**config.mk**
```make
export PLATFORM = sky130hd
export DESIGN_NAME = multiplier_arbiter
export DESIGN_NICKNAME = d
export VERILOG_FILES = /design/src/rtl/mult_arbiter_pkg.sv /design/src/rtl/fixed_point_multiplier.sv /design/src/rtl/multiplier_arbiter.sv
export SDC_FILE = /design/constraint.sdc
export NUM_CORES = 1
export LEC_CHECK = 0
export ABC_AREA = 1
export BUFFER_PORTS_ARGS = -buffer_cell sky130_fd_sc_hd__buf_2
export CELL_PAD_IN_SITES_DETAIL_PLACEMENT = 0
export CELL_PAD_IN_SITES_GLOBAL_PLACEMENT = 1
export CORE_MARGIN = 2
export CORE_UTILIZATION = 49
export DETAILED_ROUTE_END_ITERATION = 12
export HOLD_SLACK_MARGIN = 0.06
export PLACE_DENSITY = 0.94
export SLEW_MARGIN = 25
export SYNTH_ARGS = -nofsm -noshare
export SYNTH_HDL_FRONTEND = slang
export SYNTH_SLANG_ARGS = --single-unit
```
**constraint.sdc**
```tcl
create_clock -name clk -period 11.88 [get_ports clk]
set_clock_uncertainty 0.2 [all_clocks]
set_input_delay 0.594 -clock clk [delete_from_list [all_inputs] [get_ports clk]]
set_output_delay 0.594 -clock clk [all_outputs]
set_load 0.01 [all_outputs]
```
**src/rtl/mult_arbiter_pkg.sv**
```systemverilog
// Shared constants for the multiplier arbiter slice.
//   DATA_W          : operand / product width
//   DEFAULT_NUM_REQ : default number of requesters
//   SAT_MAX/SAT_MIN : signed saturation limits of the product
//   id_width()      : requester id width (clog2, minimum 1)
package mult_arbiter_pkg;

  localparam int unsigned DATA_W          = 16;
  localparam int unsigned DEFAULT_NUM_REQ = 4;

  localparam logic [DATA_W-1:0] SAT_MAX = 16'h7FFF;
  localparam logic [DATA_W-1:0] SAT_MIN = 16'h8000;

  function automatic int unsigned id_width(input int unsigned n);
    int unsigned w;
    w = 1;
    for (int unsigned i = 1; i < 32; i++) begin
      if ((32'd1 << i) < n) w = i + 1;
    end
    return w;
  endfunction

endpackage

```
**src/rtl/fixed_point_multiplier.sv**
```systemverilog
// Two-stage signed Q-format multiplier with round-half-up and saturation.
//   clk, reset : clock, synchronous active-high reset
//   enable     : operand capture strobe (one operation per strobe)
//   a, b       : signed operands
//   product    : signed rounded/saturated product, valid with done
//   done       : high two cycles after the enable cycle
module fixed_point_multiplier
  import mult_arbiter_pkg::*;
#(
  parameter int unsigned EXP_WIDTH_A       = 15,
  parameter int unsigned EXP_WIDTH_B       = 15,
  parameter int unsigned EXP_WIDTH_PRODUCT = 15
) (
  input  logic                     clk,
  input  logic                     reset,
  input  logic                     enable,
  input  logic signed [DATA_W-1:0] a,
  input  logic signed [DATA_W-1:0] b,
  output logic signed [DATA_W-1:0] product,
  output logic                     done
);

  localparam int SHIFT = int'(EXP_WIDTH_A + EXP_WIDTH_B) - int'(EXP_WIDTH_PRODUCT);
  localparam int unsigned FULL_W = 2 * DATA_W;
  localparam int unsigned EXT_W  = FULL_W + 2;

  logic signed [FULL_W-1:0] mul_q;
  logic                     v1_q;
  logic                     done_q;
  logic signed [DATA_W-1:0] prod_q;

  logic signed [EXT_W-1:0]  ext_c;
  logic signed [EXT_W-1:0]  scaled_c;
  logic signed [DATA_W-1:0] sat_c;

  assign ext_c = EXT_W'(mul_q);

  // Rescale to the product Q-format; adding the first dropped bit gives round-half-up.
  generate
    if (SHIFT > 0) begin : g_shr
      logic signed [EXT_W-1:0] rbit_c;
      assign rbit_c   = {{(EXT_W-1){1'b0}}, mul_q[SHIFT-1]};
      assign scaled_c = (ext_c >>> SHIFT) + rbit_c;
    end else if (SHIFT == 0) begin : g_none
      assign scaled_c = ext_c;
    end else begin : g_shl
      assign scaled_c = ext_c <<< (-SHIFT);
    end
  endgenerate

  // Clamp to the signed 16-bit range.
  always_comb begin
    sat_c = scaled_c[DATA_W-1:0];
    if (scaled_c > 34'sd32767)       sat_c = SAT_MAX;
    else if (scaled_c < -34'sd32768) sat_c = SAT_MIN;
  end

  // Stage 1 captures the raw product, stage 2 the rounded/saturated result.
  always_ff @(posedge clk) begin
    if (reset) begin
      mul_q  <= '0;
      v1_q   <= 1'b0;
      prod_q <= '0;
      done_q <= 1'b0;
    end else begin
      v1_q   <= enable;
      done_q <= v1_q;
      if (enable) mul_q  <= FULL_W'(a) * FULL_W'(b);
      if (v1_q)   prod_q <= sat_c;
    end
  end

  assign product = prod_q;
  assign done    = done_q;

endmodule

```
**src/rtl/multiplier_arbiter.sv**
```systemverilog
// Round-robin arbiter sharing one fixed-point multiplier among NUM_REQ requesters.
//   clk, reset   : clock, synchronous active-high reset
//   enable       : gates new grants; in-flight work still completes
//   req_valid    : per-requester request level
//   req_a, req_b : packed 16-bit signed operands, slice i = [16i+15:16i]
//   req_ready    : one-hot-or-zero grant (combinational)
//   resp_valid   : one-cycle pulse to the owner of resp_product
//   resp_product : rounded/saturated product
//   resp_id      : owner index of the response
//   in_flight    : accepted operations awaiting response (0..2)
module multiplier_arbiter
  import mult_arbiter_pkg::*;
#(
  parameter int unsigned NUM_REQ           = DEFAULT_NUM_REQ,
  parameter int unsigned EXP_WIDTH_A       = 15,
  parameter int unsigned EXP_WIDTH_B       = 15,
  parameter int unsigned EXP_WIDTH_PRODUCT = 15
) (
  input  logic                          clk,
  input  logic                          reset,
  input  logic                          enable,
  input  logic [NUM_REQ-1:0]            req_valid,
  input  logic [DATA_W*NUM_REQ-1:0]     req_a,
  input  logic [DATA_W*NUM_REQ-1:0]     req_b,
  output logic [NUM_REQ-1:0]            req_ready,
  output logic [NUM_REQ-1:0]            resp_valid,
  output logic [DATA_W-1:0]             resp_product,
  output logic [id_width(NUM_REQ)-1:0]  resp_id,
  output logic [1:0]                    in_flight
);

  localparam int unsigned ID_W  = id_width(NUM_REQ);
  localparam int unsigned SUM_W = ID_W + 1;

  logic [ID_W-1:0]    ptr_q, ptr_d;
  logic               tag1_v_q, tag2_v_q;
  logic [ID_W-1:0]    tag1_id_q, tag2_id_q;
  logic [1:0]         in_flight_q;

  logic [NUM_REQ-1:0] grant_c;
  logic [ID_W-1:0]    gid_c;
  logic [ID_W-1:0]    idx_c;
  logic [SUM_W-1:0]   sum_c;
  logic               found_c;
  logic               accept_c;
  logic [DATA_W-1:0]  op_a_c, op_b_c;
  logic [DATA_W-1:0]  mul_product;
  logic               mul_done;
  logic               resp_fire_c;

  // Round-robin search from the pointer upward, wrapping at NUM_REQ-1.
  always_comb begin
    grant_c = '0;
    gid_c   = '0;
    idx_c   = '0;
    sum_c   = '0;
    found_c = 1'b0;
    for (int unsigned off = 0; off < NUM_REQ; off++) begin
      sum_c = {1'b0, ptr_q} + SUM_W'(off);
      if (sum_c >= SUM_W'(NUM_REQ)) sum_c = sum_c - SUM_W'(NUM_REQ);
      idx_c = sum_c[ID_W-1:0];
      if (!found_c && req_valid[idx_c]) begin
        found_c        = 1'b1;
        grant_c[idx_c] = 1'b1;
        gid_c          = idx_c;
      end
    end
    if (reset || !enable) grant_c = '0;
  end

  assign req_ready = grant_c;
  assign accept_c  = |grant_c;

  // Operand mux follows the one-hot grant.
  always_comb begin
    op_a_c = '0;
    op_b_c = '0;
    for (int unsigned i = 0; i < NUM_REQ; i++) begin
      if (grant_c[i]) begin
        op_a_c = req_a[i*DATA_W +: DATA_W];
        op_b_c = req_b[i*DATA_W +: DATA_W];
      end
    end
  end

  always_comb begin
    ptr_d = ptr_q;
    if (accept_c) begin
      if (gid_c == ID_W'(NUM_REQ - 1)) ptr_d = '0;
      else                             ptr_d = gid_c + ID_W'(1);
    end
  end

  // Tag pipeline mirrors the multiplier latency; in_flight tracks accepts minus responses.
  always_ff @(posedge clk) begin
    if (reset) begin
      ptr_q       <= '0;
      tag1_v_q    <= 1'b0;
      tag1_id_q   <= '0;
      tag2_v_q    <= 1'b0;
      tag2_id_q   <= '0;
      in_flight_q <= '0;
    end else begin
      ptr_q     <= ptr_d;
      tag1_v_q  <= accept_c;
      tag1_id_q <= gid_c;
      tag2_v_q  <= tag1_v_q;
      tag2_id_q <= tag1_id_q;
      case ({accept_c, mul_done})
        2'b10:   in_flight_q <= in_flight_q + 2'd1;
        2'b01:   in_flight_q <= in_flight_q - 2'd1;
        default: in_flight_q <= in_flight_q;
      endcase
    end
  end

  fixed_point_multiplier #(
    .EXP_WIDTH_A       (EXP_WIDTH_A),
    .EXP_WIDTH_B       (EXP_WIDTH_B),
    .EXP_WIDTH_PRODUCT (EXP_WIDTH_PRODUCT)
  ) u_mult (
    .clk     (clk),
    .reset   (reset),
    .enable  (accept_c),
    .a       (op_a_c),
    .b       (op_b_c),
    .product (mul_product),
    .done    (mul_done)
  );

  // Responses follow the multiplier done; masked while reset is held.
  assign resp_fire_c = mul_done & ~reset;

  always_comb begin
    resp_valid = '0;
    for (int unsigned i = 0; i < NUM_REQ; i++) begin
      resp_valid[i] = resp_fire_c & (tag2_id_q == ID_W'(i));
    end
  end

  assign resp_id      = resp_fire_c ? tag2_id_q : '0;
  assign resp_product = reset ? '0 : mul_product;
  assign in_flight    = in_flight_q;

  // done and the stage-2 tag must always agree.
  a_done_tag : assert property (@(posedge clk) disable iff (reset) mul_done == tag2_v_q);

endmodule

```
==> results of run 1 <==
## metrics by stage
stage	worst slack, ps	utilization [%]	hold slack, ps	power, W
floorplan	3740	-	188	0.00211
global placement	2190	53.7	192	0.00271
detailed placement	2070	53.7	192	0.00277
CTS	2070	54.2	201	0.00292
global route	1050	54.2	225	0.00330
finish	1990	54.2	201	0.00291
## power by group through the flow
stage	sequential, W	clock [W]	combinational (W)
after floorplan	0.000235	0	0.00187
after global placement	0.000243	0	0.00247
after detailed placement	0.000246	0	0.00252
after CTS	0.000242	0.000145	0.00253
after global routing	0.000250	0.000150	0.00290
final	0.000242	0.000142	0.00253
## routing by layer
| layer | vias up | share of wire (%) | track usage, % |
|---|---|---|---|
| met5 | - | 0 | 0 |
| met4 | 0 | 2.2 | 5.86 |
| met3 | 91 | 9.6 | 6.19 |
| met2 | 556 | 47 | 48.1 |
| met1 | 6061 | 41 | 38.1 |
| li1 | 5823 | - | - |
## kinds of logic after synthesis
group / after synthesis / synth area share, %
XOR/XNOR: 20 / 1.27
AO/OA/AOI/OAI: 230 / 10.4
adder cells (fa/ha/maj): 350 / 46.0
buffers and inverters: 581 / 16.2
AND/OR/NAND/NOR: 655 / 19.7
flip-flops: 44 / 6.39
## cells in the mapped netlist, types with 3 or more instances
library cell	n
a21boi_0	8
a21o_1	3
a21oi_1	75
a221oi_1	3
a22oi_1	41
a22oi_2	8
a31oi_1	8
buf_1	3
buf_2	26
clkbuf_1	20
clkinv_1	4
dfxtp_1	44
fa_1	261
ha_1	89
inv_1	513
inv_2	10
nand2_1	313
nand2_2	11
nand2_4	3
nand3_1	58
nand3_2	3
nand3b_1	3
nand4_1	7
nor2_1	225
nor3_1	19
o21a_1	4
o21ai_0	68
xnor2_1	8
xor2_1	12
## worst max path at each step
stage,end,slack [ps],depth (start not counted),startpoint
finish,u_mult.mul_q[31]$_SDFFE_PP0P_,1990,35,flop
detailed placement,u_mult.mul_q[31]$_SDFFE_PP0P_,2070,35,flop
global placement,u_mult.mul_q[27]$_SDFFE_PP0P_,2190,35,flop
floorplan,u_mult.mul_q[31]$_SDFFE_PP0P_,3740,37,ptr_q[1]$_SDFFE_PP0P_
global route,u_mult.mul_q[31]$_SDFFE_PP0P_,1050,36,flop
CTS,u_mult.mul_q[31]$_SDFFE_PP0P_,2070,35,flop
## area by class of cell
| type | instances | area [µm²] |
|---|---|---|
| clock buffer | 7 | 143 |
| multi-input combinational | 1255 | 10700 |
| fill | 2742 | 12700 |
| sequential | 44 | 881 |
| clock inverter | 1 | 7.51 |
| tap | 378 | 473 |
| timing repair buffer | 170 | 871 |
| inverter | 528 | 1980 |
## flip-flops by register name, indices dropped and copies added, names as in the netlist, named ones only
| register | count |
|---|---|
| u_mult.product | 16 |
| u_mult.done | 1 |
| in_flight | 2 |
| ptr_q | 1 |
| tag1_id_q | 2 |
| u_mult.mul_q | 18 |
| u_mult.v1_q | 1 |
| tag2_id_q | 2 |
## cell usage in the layout (no fill, tap or decap), drive strengths merged
cell	netlist	layout
xor2	12	12
fa	261	261
buf	33	170
xnor2	8	8
a21oi	75	75
a2111oi	1	1
a21boi	8	8
clkbuf	20	7
a221oi	3	3
clkinv	5	5
o21ai	71	71
inv	523	523
nand3b	3	3
o211ai	1	1
a22oi	50	50
o31ai	1	1
ha	89	89
clkinvlp	0	1
nand3	62	62
a21o	3	3
a31o	2	2
a31oi	9	9
nor4	2	2
o221a	2	2
nor2	229	229
or2	4	4
o21a	4	4
nor3	19	19
and3	2	2
nand2	327	327
nand4	7	7
dfxtp	44	44
## critical path, delay by kind of cell, from the launching register on
| kind | cells | cell delay, ps |
|---|---|---|
| fa+ha+maj | 8 | 4090 |
| compound gates | 6 | 1690 |
| buf+inv | 9 | 1680 |
| simple gates | 12 | 1510 |
| flops | 1 | 650 |
==> results.yml, run 1 <==
power:
  p_comb_share_pct: 86.8
  power.net_switching_w: 0.00177
  power_frac_clock_pct: 4.9
  peakVddDrop_mv: 0.138
  p_leak_nw: 8.15
  seqPwrFrac_pct: 8.3
  p_per_area_nw_per_um2: 194
  p_sw_share_pct: 60.8
  p_int_w: 0.00114
synth:
  ys_seq_area_share_pct: 6.39
  async_flop_share_pct: 0
  synth_nets: 2365
  yosys_warnings: 0
  synth_top_area_cell: "fa_1"
  synth-edff-count: 0
  synth-main-ff-cell: "dfxtp_1"
  synth_area_leaders: "fa_1 38%, inv_1 14%, nand2_1 8.5%"
  synth_cells: 1880
  synth_seq_cells: 44
  synth_area_per_cell_um2: 7.33
  syn_area_um2: 13800
  synth_cell_types: 49
  yosys.area.top_type_share_pct: 37.9
setup_path:
  start_kind: "flop"
  slowest_stage: "dfxtp_1"
  cp_max_fo: 39
  crit_top_cell: "inv_1"
  r2r_end: "u_mult.mul_q[31]$_SDFFE_PP0P_"
  worstPathRequired_ps: 11900
  crit_path_end_kind: "flop"
  r2r_setup_slack_ps: 1990
  worst-r2r-cell-count: 35
  cp.arrival_ps: 9910
  critical_path_class: "reg2reg"
  cpPeakStageDelay_ps: 650
die:
  die_w_um: 172
  die_h_um: 172
  num_io_pins: 163
  core_um2: 27700
  start_util_pct: 49.7
  rows: 61
  die-area_um2: 29500
timing:
  worstMarginPinSlew_ps: 1010
  slew_headroom_pct: 32.3
  rsz0062_at_grt: "false"
  finalHoldViolCount: 0
  slew_violations: 0
  period_needed_ps: 9890
  tns_ps: 0
  fmax_ghz: 0.101
  fin_crit_sh_pct: 83.2
  setup_viol: 0
route:
  ant_nets: 0
  drt_wl_total_um: 40000
  dr.pass1.iters: 5
  via_per_inst: 5.26
  routedWlPerCell_um: 16.8
  num_vias: 12500
  drt_iter0_drc: 945
  drcViolationCount: 0
cells_and_area:
  final_area_um2: 15000
  antennaDiodeCount: 0
  drive_gt1_share_pct: 11.4
  finalNonFillerCells: 2383
  syn2layout_area_growth_pct: 9.08
  fin_nets: 2489
clock_tree:
  path_clk_slew_ps: 60
  cts.sinks: 44
  cts_htree_levels: 2
  cts_tree: "yes"
  post-cts-setup-buffers: 0
  cts_buffer_depth: 2
  cts_hold_buf: 0
  cts_made_buffers: 5
  clock_latency_ps: 290
  root_buffer: "clkbuf_16"
  cts_resized: 0
global_routing:
  grt_max_degree: 60
  grt_first_pass_wirelength_um: 65500
  first_global_vias: 13000
  overflow: 0
  antenna_found_initial: 0
  grt_use_total_pct: 28.6
run:
  cap_viol_max_count: 0
hold_path:
  hold_class: "reg2reg"
  hold_depth: 2
  holdPathEnd: "tag2_id_q[1]$_SDFF_PP0_"
  hp-start: "tag1_id_q[1]$_SDFF_PP0_"
place:
  numPortBuffers: 162
  placed_cell_area_um2: 14900
  place_inst: 2375
  hpwl_um: 33800
  gp_congestion: 0.967
run_status:
  status: "finished, final reports clean"
No activity file was read; power rests on OpenSTA's default activity.
==> run 2, diff against run 1 <==
- ABC_AREA: 1 -> 0
- CORE_UTILIZATION: 49 -> 46
- PLACE_DENSITY: 0.94 -> 0.87
- clock period: 11.88 -> 9.74 ns (I/O delays scaled with it)
==> results.yml, run 2 <==
place:
  hpwl_um: 29000
  placed_cell_area_um2: 14700
  numPortBuffers: 162
  gp_congestion: 0.898
setup_path:
  crit_top_cell: "fa_1"
  rr_startpoint: "ptr_q[1]$_SDFFE_PP0P_"
  critical_path_class: "reg2reg"
  worstPathRequired_ps: 9700
  cpPeakStageDelay_ps: 570
  cp_max_fo: 20
  slowest_stage: "fa_1"
  r2r_setup_slack_ps: 360
  start_kind: "flop"
  r2r_end: "u_mult.mul_q[28]$_SDFFE_PP0P_"
  worst-r2r-cell-count: 32
  cp.arrival_ps: 9340
  crit_path_end_kind: "flop"
synth:
  synth_cell_types: 72
  syn_area_um2: 13300
  ys_seq_area_share_pct: 6.62
  synth-main-ff-cell: "dfxtp_1"
  synth_seq_cells: 44
  synth_area_per_cell_um2: 8.50
  synth_commonest_cells: "354 x inv_1, 261 x fa_1, 167 x nor2_1"
  synth_area_leaders: "fa_1 39%, inv_1 10%, ha_1 8.4%"
  yosys.area.top_type_share_pct: 39.3
  synth_most_common_cell: "inv_1"
  synth_nets: 2050
  synth_top_area_cell: "fa_1"
  synth_cells: 1565
  yosys_warnings: 0
  async_flop_share_pct: 0
  synth-edff-count: 0
route:
  ant_nets: 0
  drt_iter0_drc: 648
  via_per_inst: 5.18
  dr.pass1.iters: 5
  num_vias: 10900
  routedWlPerCell_um: 16.5
  drcViolationCount: 0
  drt_wl_total_um: 34600
die:
  core_um2: 28600
  start_util_pct: 46.5
  die-area_um2: 30300
  num_io_pins: 163
  die_w_um: 174
  die_h_um: 174
  rows: 62
timing:
  fmax_ghz: 0.107
  slew_violations: 0
  setup_viol: 0
  tns_ps: 0
  slew_headroom_pct: 39.5
  finalHoldViolCount: 0
  fin_crit_sh_pct: 96.3
  worstMarginPinSlew_ps: 904
  period_needed_ps: 9380
  rsz0062_at_grt: "false"
clock_tree:
  cts_buffer_depth: 2
  cts.sinks: 44
  root_buffer: "clkbuf_16"
  clock_latency_ps: 280
  cts_htree_levels: 2
  cts_made_buffers: 5
  path_clk_slew_ps: 60
  cts_tree: "yes"
global_routing:
  overflow: 0
  grt_max_degree: 58
  antenna_found_initial: 0
  grt_first_pass_wirelength_um: 58000
  first_global_vias: 11400
  grt_use_total_pct: 23.6
hold_path:
  holdPathEnd: "tag2_id_q[1]$_SDFF_PP0_"
  hold_class: "reg2reg"
  hold_depth: 1
  hp-start: "tag1_id_q[1]$_SDFF_PP0_"
run:
  cap_viol_max_count: 0
run_status:
  status: "finished, final reports clean"
cells_and_area:
  syn2layout_area_growth_pct: 12.5
  final_cell_mix: "352 x inv_1, 261 x fa_1, 167 x nor2_1"
  fin_nets: 2196
  top_register: "u_mult.mul_q"
  drive_gt1_share_pct: 21.1
  antennaDiodeCount: 0
  final_common_cell: "inv_1"
  largest_reg_flops: 18
  final_area_um2: 15000
power:
  p_leak_nw: 7.34
  p_per_area_nw_per_um2: 293
  peakVddDrop_mv: 0.132
==> run 2: worst max-delay path by stage <==
stage,startpoint,end,slack (ps),depth (start not counted)
2_1_floorplan,flop,u_mult.mul_q[25]$_SDFFE_PP0P_,20,39
3_3_place_gp,ptr_q[1]$_SDFFE_PP0P_,u_mult.mul_q[28]$_SDFFE_PP0P_,100,34
3_5_place_dp,ptr_q[1]$_SDFFE_PP0P_,u_mult.mul_q[28]$_SDFFE_PP0P_,50,34
4_1_cts,ptr_q[1]$_SDFFE_PP0P_,u_mult.mul_q[28]$_SDFFE_PP0P_,50,34
5_1_grt,ptr_q[1]$_SDFFE_PP0P_,u_mult.mul_q[28]$_SDFFE_PP0P_,9,30
6_report,ptr_q[1]$_SDFFE_PP0P_,u_mult.mul_q[28]$_SDFFE_PP0P_,360,32
==> run 2: critical path, delay by kind of cell, from the launching register on <==
kind,cells,cell delay (ps)
AOI/OAI and AO/OA,12,2160
buffers and inverters,5,410
adders and majority gates,8,3920
and+or+nand+nor,6,1800
muxes,1,430
DFF,1,320
==> run 2: logic make-up after synthesis <==
| kind of cell | after synthesis | share of synthesized area [%] |
|---|---|---|
| DFF | 44 | 6.62 |
| xor gates and xnor gates | 38 | 2.50 |
| muxes | 10 | 1.15 |
| AOI/OAI and AO/OA | 210 | 11.5 |
| adders and majority gates | 350 | 47.6 |
| and+or+nand+nor | 488 | 18.5 |
| buffers and inverters | 425 | 12.1 |
==> run 2: power breakdown <==
group          internal (W)  switching [W]  leakage (nW)
Clock              0.000128      0.0000691        0.0871
Sequential         0.000241      0.0000308         0.361
Combinational       0.00155        0.00237          6.89
==> run 2: stage by stage <==
stage / worst slack (ps) / hold WS [ps] / std cells / utilization [%] / power, W
CTS: 50.3 / 247 / 2092 / 52.0 / 0.00439
global route: 9.32 / 266 / 2096 / 52.3 / 0.00500
detailed placement: 45.0 / 235 / 2084 / 51.3 / 0.00418
floorplan: 17.7 / 214 / 1565 / - / 0.00321
global placement: 95.4 / 230 / 2084 / 51.3 / 0.00409
finish: 361 / 238 / 2096 / 52.3 / 0.00439
==> run 2: what timing repair did <==
item,4_1_cts,5_1_grt
setup buffers,0,4
setup endpoints to repair,0,10
resized for setup,0,13
endpoints found under the hold margin,0,0
hold buffers,0,0
==> run 2: final cells by class <==
type / instances / area (µm²)
fillers: 2769 / 13700
multi-input cells: 1096 / 10900
inverters: 355 / 1340
repair buffers: 209 / 1220
flip-flops and latches: 44 / 881
well taps: 384 / 480
clock buffers: 6 / 139
clock inverters: 2 / 38.8
==> run 2: per-layer routing <==
layer / global-route usage [%] / routed length [µm] / vias to the layer above
met5: 0 / 0 / -
li1: - / - / 5148
met1: 32.7 / 15600 / 5262
met2: 39.1 / 15700 / 402
met3: 3.74 / 2550 / 38
met4: 5.29 / 777 / 0
==> run 3, diff against run 2 <==
- CORE_UTILIZATION: 46 -> 47
- CTS_BUF_LIST: unset -> sky130_fd_sc_hd__clkbuf_2
- PLACE_DENSITY: 0.87 -> 0.89
- clock period: 9.74 -> 8.74 ns (I/O delays scaled with it)
==> results.yml, run 3 (same netlist as run 2, synthesis figures left out) <==
run_status:
  status: "finished, final reports clean"
cells_and_area:
  top_register: "u_mult.mul_q"
  final_cell_mix: "317 x inv_1, 245 x fa_1, 172 x buf_4"
  drive_gt1_share_pct: 37.5
  largest_reg_flops: 18
  antennaDiodeCount: 0
  fin_nets: 2398
  finalNonFillerCells: 2292
  syn2layout_area_growth_pct: 33.2
  final_common_cell: "inv_1"
  fin_util_pct: 63.6
clock_tree:
  cts_made_buffers: 5
  cts_buffer_depth: 2
  cts_tree: "yes"
  path_clk_slew_ps: 220
  clock_latency_ps: 410
  cts_htree_levels: 2
  cts.sinks: 44
  root_buffer: "clkbuf_2"
  cts_hold_buf: 0
power:
  peakVddDrop_mv: 0.236
  power_w: 0.00659
  p_leak_nw: 8.52
  p_per_area_nw_per_um2: 372
global_routing:
  first_global_vias: 12100
  grt_use_total_pct: 24.6
  overflow: 0
  grt_max_degree: 49
  grt_first_pass_wirelength_um: 58100
  antenna_found_initial: 2
hold_path:
  hold_depth: 1
  hold_class: "reg2reg"
  holdPathEnd: "tag2_id_q[1]$_SDFF_PP0_"
  hp-start: "tag1_id_q[1]$_SDFF_PP0_"
route:
  routedWlPerCell_um: 17.2
  via_per_inst: 5.24
  drt_iter0_drc: 628
  num_vias: 12000
  dr.pass1.iters: 5
  drt_wl_total_um: 39500
  drcViolationCount: 0
  ant_nets: 0
die:
  core_um2: 27900
  die_w_um: 172
  die-area_um2: 29700
  rows: 61
  start_util_pct: 47.8
  die_h_um: 172
  num_io_pins: 163
timing:
  fmax_ghz: 0.116
  tns_ps: 0
  worstMarginPinSlew_ps: 994
  slew_headroom_pct: 33.5
  rsz0062_at_grt: "true"
  layout_setup_ws_ps: 98.0
  finalHoldViolCount: 0
  period_needed_ps: 8640
  slew_violations: 0
  setup_viol: 0
  fin_crit_sh_pct: 98.9
place:
  numPortBuffers: 162
  gp_congestion: 0.917
  hpwl_um: 29400
  dp_slack_ps: -135
  place_inst: 2188
setup_path:
  critical_path_class: "reg2reg"
  cp.arrival_ps: 8770
  crit_path_end_kind: "flop"
  cp_max_fo: 7
  r2r_end: "u_mult.mul_q[21]$_SDFFE_PP0P_"
  cpPeakStageDelay_ps: 570
  worst-r2r-cell-count: 39
  start_kind: "flop"
  slowest_stage: "fa_1"
  r2r_setup_slack_ps: 100
  worstPathRequired_ps: 8870
run:
  cap_viol_max_count: 0
-- run 3: changes by cell type in the layout (fill, tap and decap cells not counted), moves of 17 or more --
cell	before	now
buf_12	4	23
a21oi_1	49	30
a221oi_2	0	17
a221oi_1	31	7
inv_1	352	317
buf_4	41	172
buf_6	2	41
inv_2	0	34
or2_4	1	31
or2_2	116	88
-- run 3: worst max-delay path by stage --
stage / end / cells after the start / slack, ps
final: u_mult.mul_q[21]$_SDFFE_PP0P_ / 39 / 100
after floorplan: u_mult.mul_q[25]$_SDFFE_PP0P_ / 36 / 0.9
after global routing: u_mult.mul_q[21]$_SDFFE_PP0P_ / 40 / -180
after CTS: u_mult.mul_q[25]$_SDFFE_PP0P_ / 34 / 50
after detailed placement: u_mult.mul_q[25]$_SDFFE_PP0P_ / 31 / -130
after global placement: u_mult.mul_q[28]$_SDFFE_PP0P_ / 32 / 30
-- run 3: report_power, final --
group          leakage [nW]  internal (W)  total (W)  switching [W]
logic                  8.13       0.00292    0.00620        0.00327
clock network        0.0266     0.0000200  0.0000857      0.0000657
registers             0.363      0.000270   0.000308      0.0000380
total                  8.52       0.00321    0.00659        0.00338
-- run 3: worst max-delay path, delay by kind of cell, from the launching register on --
family                     cells  cell delay, ps
and+or+nand+nor                9            1690
muxes                          1             530
AOI/OAI and AO/OA              8            1070
DFF                            1             430
buffers and inverters         13            1300
xor gates and xnor gates       1             170
adders and majority gates      7            3140
-- run 3: final cells by class --
| type | instances | area (µm²) |
|---|---|---|
| Fill cell | 2292 | 10100 |
| Clock inverter | 2 | 11.3 |
| Clock buffer | 6 | 30.0 |
| Multi-Input combinational cell | 1098 | 11800 |
| Inverter | 355 | 1340 |
| Timing Repair Buffer | 409 | 3210 |
| Sequential cell | 44 | 886 |
| Tap cell | 378 | 473 |
-- run 3: timing repair --
| action | CTS | global route |
|---|---|---|
| buffers inserted | 5 | 81 |
| gates resized for setup | 14 | 225 |
| endpoints found under the setup margin | 5 | 14 |
| pin swaps | 9 | 167 |
| endpoints found under the hold margin | 0 | 0 |
| cloned | 1 | 12 |
-- run 3: stage by stage --
step	hold slack [ps]	area (µm²)
after floorplan	214	13700
final	265	17700
after global placement	222	15800
after detailed placement	228	15800
after global routing	284	17700
after CTS	258	16000
-- run 3: layer usage --
layer	GRT usage (%)	part of all wire, %	vias to the layer above
met5	0	0.058	-
met4	5.41	3.0	4
met3	2.49	6.4	84
met2	44.3	49	397
met1	32.0	42	5965
li1	-	-	5568
